**config.mk**
```make
export PLATFORM = sky130hd
export DESIGN_NAME = uart_rx
export DESIGN_NICKNAME = d
export VERILOG_FILES = /design/src/rtl/uart_rx.sv
export SDC_FILE = /design/constraint.sdc
export NUM_CORES = 1
export LEC_CHECK = 0
export BUFFER_PORTS_ARGS = -buffer_cell sky130_fd_sc_hd__buf_4
export CAP_MARGIN = 0
export CORE_MARGIN = 2
export CORE_UTILIZATION = 62
export CTS_BUF_LIST = sky130_fd_sc_hd__clkbuf_4 sky130_fd_sc_hd__clkbuf_8 sky130_fd_sc_hd__clkbuf_16
export CTS_CLUSTER_DIAMETER = 150
export DETAILED_ROUTE_END_ITERATION = 8
export HOLD_SLACK_MARGIN = 0.06
export PLACE_DENSITY = 0.91
export SYNTH_ARGS = -nofsm -noshare
export SYNTH_HDL_FRONTEND = slang
export SYNTH_SLANG_ARGS = --single-unit
```
**constraint.sdc**
```tcl
create_clock -name clk -period 5.85 [get_ports clk]
set_input_delay 0.585 -clock clk [delete_from_list [all_inputs] [get_ports clk]]
set_output_delay 0.585 -clock clk [all_outputs]
set_load 0.01 [all_outputs]
```
**src/rtl/uart_rx.sv**
```systemverilog
// uart_rx: UART receive stage. Synchronizes rxd_i, deframes start/data/parity/stop
// bits using a per-frame latched configuration, and queues good words in a
// show-ahead FIFO whose head and fill level feed the register block.
module uart_rx #(
    parameter int NUMB_DIV_CLK_WD = 16,
    parameter int NUMB_BIT_MAX    = 8,
    parameter int SIZE_FIFO       = 8,
    parameter int SIZE_FIFO_WD    = 4
) (
    input  logic                       clk,
    input  logic                       rstn,
    input  logic [NUMB_DIV_CLK_WD-1:0] cfg_num_div_clk_i,
    input  logic [3:0]                 cfg_num_bit_i,
    input  logic [1:0]                 cfg_enm_parity_i,
    input  logic [1:0]                 cfg_siz_stop_i,
    input  logic                       rxd_i,
    input  logic                       pop_i,
    output logic [NUMB_BIT_MAX-1:0]    fdb_dat_o,
    output logic [SIZE_FIFO_WD-1:0]    fdb_num_dat_o,
    output logic                       err_parity_o,
    output logic                       err_frame_o,
    output logic                       err_ovf_o
);

    localparam int PTR_WD = $clog2(SIZE_FIFO);

    typedef enum logic [2:0] {
        ST_IDLE,
        ST_START,
        ST_DATA,
        ST_PARITY,
        ST_STOP
    } state_t;

    state_t                     state, state_nxt;
    logic                       rxd_meta, rxd_s;
    logic [NUMB_DIV_CLK_WD-1:0] div_cfg, div_p, cnt;
    logic [3:0]                 nbit_cfg, n_bits, bit_idx;
    logic                       par_en, par_odd, two_stop;
    logic [NUMB_BIT_MAX-1:0]    shreg, word;
    logic                       par_acc, par_bad, stop_bad, stop_idx;
    logic                       tick, start_det, last_stop, frame_bad, push_good;

    logic [NUMB_BIT_MAX-1:0]    mem [SIZE_FIFO];
    logic [PTR_WD-1:0]          wr_ptr, rd_ptr;
    logic [SIZE_FIFO_WD-1:0]    count;
    logic                       full, empty, do_push, do_pop;

    // Effective configuration seen at the start edge: clamp divider and bit count.
    assign div_cfg  = (cfg_num_div_clk_i < NUMB_DIV_CLK_WD'(4)) ? NUMB_DIV_CLK_WD'(4)
                                                               : cfg_num_div_clk_i;
    assign nbit_cfg = (cfg_num_bit_i == 4'd0 || int'(cfg_num_bit_i) > NUMB_BIT_MAX)
                      ? 4'(NUMB_BIT_MAX) : cfg_num_bit_i;

    // Sample strike: the bit counter has reached the last cycle of the bit period.
    assign tick = (state != ST_IDLE) && (cnt == div_p - NUMB_DIV_CLK_WD'(1));

    // Shift register fills from the MSB, so right-align by the unused bit count.
    assign word      = shreg >> (4'(NUMB_BIT_MAX) - n_bits);
    assign frame_bad = stop_bad | ~rxd_s;
    assign push_good = last_stop & ~frame_bad & ~par_bad;

    // Two-flop synchronizer; both flops idle high like the line.
    // NOTE: sequential state is updated with non-blocking assignments so every
    // flop samples the pre-edge value of its sources, independent of block order.
    always_ff @(posedge clk or negedge rstn) begin
        if (!rstn) begin
            rxd_meta <= 1'b1;
            rxd_s    <= 1'b1;
        end else begin
            rxd_meta <= rxd_i;
            rxd_s    <= rxd_meta;
        end
    end

    // FSM state register.
    always_ff @(posedge clk or negedge rstn) begin
        if (!rstn) state <= ST_IDLE;
        else       state <= state_nxt;
    end

    // FSM next-state and frame strobes.
    // NOTE: every output of this block gets a default first, so no path can
    // leave a value unassigned and infer a latch.
    always_comb begin
        state_nxt = state;
        start_det = 1'b0;
        last_stop = 1'b0;
        case (state)
            ST_IDLE: begin
                if (!rxd_s) begin
                    state_nxt = ST_START;
                    start_det = 1'b1;
                end
            end
            ST_START: begin
                if (tick) state_nxt = rxd_s ? ST_IDLE : ST_DATA;
            end
            ST_DATA: begin
                if (tick && bit_idx == n_bits - 4'd1)
                    state_nxt = par_en ? ST_PARITY : ST_STOP;
            end
            ST_PARITY: begin
                if (tick) state_nxt = ST_STOP;
            end
            ST_STOP: begin
                if (tick && (!two_stop || stop_idx)) begin
                    state_nxt = ST_IDLE;
                    last_stop = 1'b1;
                end
            end
            default: state_nxt = ST_IDLE;
        endcase
    end

    // Frame datapath: config latch, bit timing, data shift, parity and stop tracking.
    always_ff @(posedge clk or negedge rstn) begin
        if (!rstn) begin
            div_p    <= NUMB_DIV_CLK_WD'(4);
            n_bits   <= 4'(NUMB_BIT_MAX);
            par_en   <= 1'b0;
            par_odd  <= 1'b0;
            two_stop <= 1'b0;
            cnt      <= '0;
            bit_idx  <= '0;
            shreg    <= '0;
            par_acc  <= 1'b0;
            par_bad  <= 1'b0;
            stop_bad <= 1'b0;
            stop_idx <= 1'b0;
        end else if (start_det) begin
            div_p    <= div_cfg;
            n_bits   <= nbit_cfg;
            par_en   <= (cfg_enm_parity_i == 2'd1) || (cfg_enm_parity_i == 2'd2);
            par_odd  <= (cfg_enm_parity_i == 2'd1);
            two_stop <= (cfg_siz_stop_i != 2'd0);
            cnt      <= div_cfg >> 1;
            bit_idx  <= '0;
            shreg    <= '0;
            par_acc  <= 1'b0;
            par_bad  <= 1'b0;
            stop_bad <= 1'b0;
            stop_idx <= 1'b0;
        end else if (state != ST_IDLE) begin
            cnt <= tick ? '0 : cnt + NUMB_DIV_CLK_WD'(1);
            if (tick) begin
                case (state)
                    ST_DATA: begin
                        shreg   <= {rxd_s, shreg[NUMB_BIT_MAX-1:1]};
                        par_acc <= par_acc ^ rxd_s;
                        bit_idx <= bit_idx + 4'd1;
                    end
                    ST_PARITY: par_bad  <= par_acc ^ rxd_s ^ par_odd;
                    ST_STOP: begin
                        stop_bad <= stop_bad | ~rxd_s;
                        stop_idx <= 1'b1;
                    end
                    default: ;
                endcase
            end
        end
    end

    // Registered one-cycle error pulses; frame error wins over parity error.
    always_ff @(posedge clk or negedge rstn) begin
        if (!rstn) begin
            err_frame_o  <= 1'b0;
            err_parity_o <= 1'b0;
            err_ovf_o    <= 1'b0;
        end else begin
            err_frame_o  <= last_stop & frame_bad;
            err_parity_o <= last_stop & ~frame_bad & par_bad;
            err_ovf_o    <= push_good & full & ~pop_i;
        end
    end

    assign full    = (count == SIZE_FIFO_WD'(SIZE_FIFO));
    assign empty   = (count == '0);
    assign do_pop  = pop_i & ~empty;
    assign do_push = push_good & (~full | do_pop);

    // FIFO storage.
    // NOTE: the storage array is deliberately not reset; the count and pointers
    // define which entries are valid, and the head output is masked when empty.
    always_ff @(posedge clk) begin
        if (do_push) mem[wr_ptr] <= word;
    end

    // FIFO pointers and fill count.
    always_ff @(posedge clk or negedge rstn) begin
        if (!rstn) begin
            wr_ptr <= '0;
            rd_ptr <= '0;
            count  <= '0;
        end else begin
            if (do_push) wr_ptr <= wr_ptr + PTR_WD'(1);
            if (do_pop)  rd_ptr <= rd_ptr + PTR_WD'(1);
            case ({do_push, do_pop})
                2'b10:   count <= count + SIZE_FIFO_WD'(1);
                2'b01:   count <= count - SIZE_FIFO_WD'(1);
                default: count <= count;
            endcase
        end
    end

    assign fdb_dat_o     = empty ? '0 : mem[rd_ptr];
    assign fdb_num_dat_o = count;

endmodule
```
==> metrics.md <==
| Metric | Value |
|---|---|
| GP Congestion | roughly 0.87 |
| Slew Limit Fails | 0 |
| Core Util, Final | 0.719 |
| Status | finished, final reports clean |
| Drt drc | 0 |
| Commonest non-fill, non-tap cells in the layout | nand2_1 (103), dfrtp_1 (69), edfxtp_1 (64), buf_4 (49), nand3_1 (36) |
| Hold-critical path depth | 1 |
| RR Startpoint | div_p[3]$_DFFE_PN0P_ |
| Total setup buffers inserted after CTS | 0 |
| Fill cells | 762 |
| Initial Util | 0.631 |
| Hpwl dp | between 10000 and 15000 um |
| Crit Reg-Reg Endpoint | fdb_num_dat_o[2]$_DFFE_PN0P_ |
| Synthesis-to-finish area growth | 13.8% |
| Combinational Power Share | 0.168 |
| Max VDD drop | about 340 uV |
| # diodes | 0 |
| Worst setup SP type | register |
| Congestion Overflow GR | 0 |
| Launch point of the worst hold path | rxd_i |
| GRT Overall Usage | 0.264 |
| Num rows | 39 |
| Layout cells sized above 1 | 0.181 |
| Sw Share | 0.290 |
| Die Height | 111 um |
| Routed WL per cell | about 19 um |
| Final Hold Fails | 0 |
| Final worst path period share | 0.779 |
| CTS sink cnt | around 140 |
| CTS max path bufs | 2 |
| Clock power frac | 0.379 |
| CTS tree | done |
| First-pass DRT Iterations | 5 |
| Post-route design area | 8140 sq um |
| WHS Endpoint | rxd_meta$_DFF_PN1_ |
| Synthesized flop and latch total | ~140 |
| Syn nets | about 700 |
| Post-Syn Area | 7150 sq um |
| Worst Path Max Fanout | 12 |
| Post-synth EDFFs | 64 |
| # hold bufs at CTS | 0 |
| Port Buf Inserts | 42 |
| Htree depth | 4 |
| CP Class | register to register |
| Routed WL | approximately 16000 um |
| Final setup fails | 0 |
| Number of routed nets with antenna violations | 0 |
| Crit path time final | ~4600 ps |
| Internal cell power | approximately 2000 uW |
| Reg2Reg Depth | 13 |
| Clock root buffer | clkbuf_16 |
| Vias in the first global route | slightly above 5000 |
| Max-cap violations | 0 |
| Cts repair resizes | 0 |
| Commonest non-fill, non-tap cell in the layout | nand2_1 |
| Num CTS Buffers | 17 |
| Min-Delay Path Class | primary input to register |
| DIE AREA | between 10000 and 15000 sq um |
| Final net count | 723 |
| Worst EP required | approximately 6000 ps |
| RSZ-0062 raised after global routing | no |
| Worst-path clk slew | about 60 ps |
| Initial antenna violation count | 0 |
| R2R setup slack | about 1300 ps |
| Library cells used by synthesis | 57 |
| Design Power | 2790 uW |
| First-pass GRT wire length | 25800 um |
| IO Count | 43 |
| Cells after Synth | between 600 and 700 |
| CP Data Arrival Time | slightly below 5000 ps |
| Vias/cell | roughly 6.3 |
| Leak Pwr | 0.00340 uW |
| Clk_skew | slightly above 7 ps |
| P_sw | approximately 800 uW |
| Worst rel slew slack | 0.0951 |
| Share of power burned in registers | 0.453 |
| Post-synthesis average cell area | 10.9 sq um |
| Core area | between 10000 and 15000 sq um |
| DRT iter0 DRCs | roughly 570 |
| Achievable frequency | ~220 MHz |
| Largest net degree at the start of global routing | 74 |
| PD cells | between 300 and 400 nW/um^2 |
| Crit. End Element | register |
| Seq/Total Area, Yosys | 0.525 |
| Worst-Skew Late Latency | 420 ps |
| Slew @ Worst Pin | 1340 ps |
| Top_reg_cell synth | dfrtp_1 |
| Yosys warning count | 0 |
| TNS Setup | 0 ps |
| Chip Width | 111 um |
| Vias | between 5000 and 6000 |
| Placed Area | roughly 7500 sq um |
| Worst hold slack | approximately 270 ps |
| Crit path from | div_p[3]$_DFFE_PN0P_ |
| Post-synth ARST share | 0.533 |
## worst max-delay path, cell delays in order (launching register included)
cell and delay [ps]:
dfrtp_1 450, or3_4 420, or4_4 500, a2111oi_4 390, nand3_1 130, nor3_1 520
nand4_1 620, ha_1 510, xor2_1 170, ha_1 190, a21oi_1 170, xor2_1 160
nor2_1 70, xor2_1 140
## power by group through the flow
stage	clock network, uW	registers [uW]	logic (uW)
final	1060	1260	469
after detailed placement	0	1280	461
after global routing	1110	1280	507
after floorplan	0	1160	426
after CTS	1070	1260	466
after global placement	0	1270	432
## registers in the layout (all words and copies together), names as in the netlist, 4 cells and up
signal         flops
shreg              8
fdb_num_dat_o      4
cnt               16
bit_idx            4
div_p             16
n_bits             4
mem               64
## worst max-delay path by stage
stage,to,slack (ps)
2_1_floorplan,mem[4][0]$_DFFE_PP_,2050
3_3_place_gp,fdb_num_dat_o[2]$_DFFE_PN0P_,1630
3_5_place_dp,mem[2][2]$_DFFE_PP_,1430
4_1_cts,fdb_num_dat_o[2]$_DFFE_PN0P_,1380
5_1_grt,fdb_num_dat_o[2]$_DFFE_PN0P_,980
6_report,fdb_num_dat_o[2]$_DFFE_PN0P_,1290
## through the flow
stage                     cells  worst slack, ps
after floorplan             654             2050
after global placement      809             1630
after detailed placement    809             1430
after CTS                   841             1380
after global routing        841              984
final                       841             1290
## cell usage after synthesis, drive strengths merged (6+ instances only)
cell type | n | area, sq um
nand2 | 103 | 387
dfrtp | 69 | 1730
edfxtp | 64 | 1920
nand3 | 36 | 180
clkbuf | 31 | 116
nor2 | 31 | 116
nor3 | 28 | 145
o21ai | 28 | 140
xnor2 | 25 | 219
mux2i | 23 | 230
mux4 | 20 | 450
nor4 | 18 | 119
and3 | 15 | 93.8
inv | 14 | 52.6
xor2 | 12 | 105
ha | 10 | 125
nor2b | 10 | 62.6
a21o | 9 | 67.6
nand3b | 8 | 60.1
a21oi | 7 | 35.0
or4 | 7 | 56.3
a31oi | 6 | 37.5
buf | 6 | 31.3
nand2b | 6 | 37.5
or2 | 6 | 37.5
or3 | 6 | 42.5
## routing by layer
metal | routed length (um) | global-route usage | share of wire | vias up
met3 | 1220 | 0.0642 | 0.078 | 36
met1 | 6540 | 0.362 | 0.42 | 2598
met2 | 7530 | 0.413 | 0.48 | 227
li1 | - | - | - | 2460
met4 | 391 | 0.105 | 0.025 | 0
met5 | 0 | 0 | 0 | -
## area by class of cell
type	count	area, sq um	area share
timing repair buffer	49	368	0.0452
sequential	137	3750	0.461
clock buffer	19	447	0.0549
multi-input combinational	466	3190	0.393
inverter	14	52.6	0.00646
tap	143	179	0.0220
clock inverter	13	144	0.0177
## cells by family (layout without fill, tap and decap cells)
logic type,after synthesis,in the layout,synth area share
AO/OA/AOI/OAI,79,79,0.0737
XOR/XNOR,37,37,0.0453
adder cells (fa/ha/maj),10,10,0.0175
buffers and inverters,51,95,0.0280
flip-flops,137,137,0.525
multiplexers,48,48,0.103
AND/OR/NAND/NOR,292,292,0.207
Note: power is estimated with default switching activity, not from simulation.
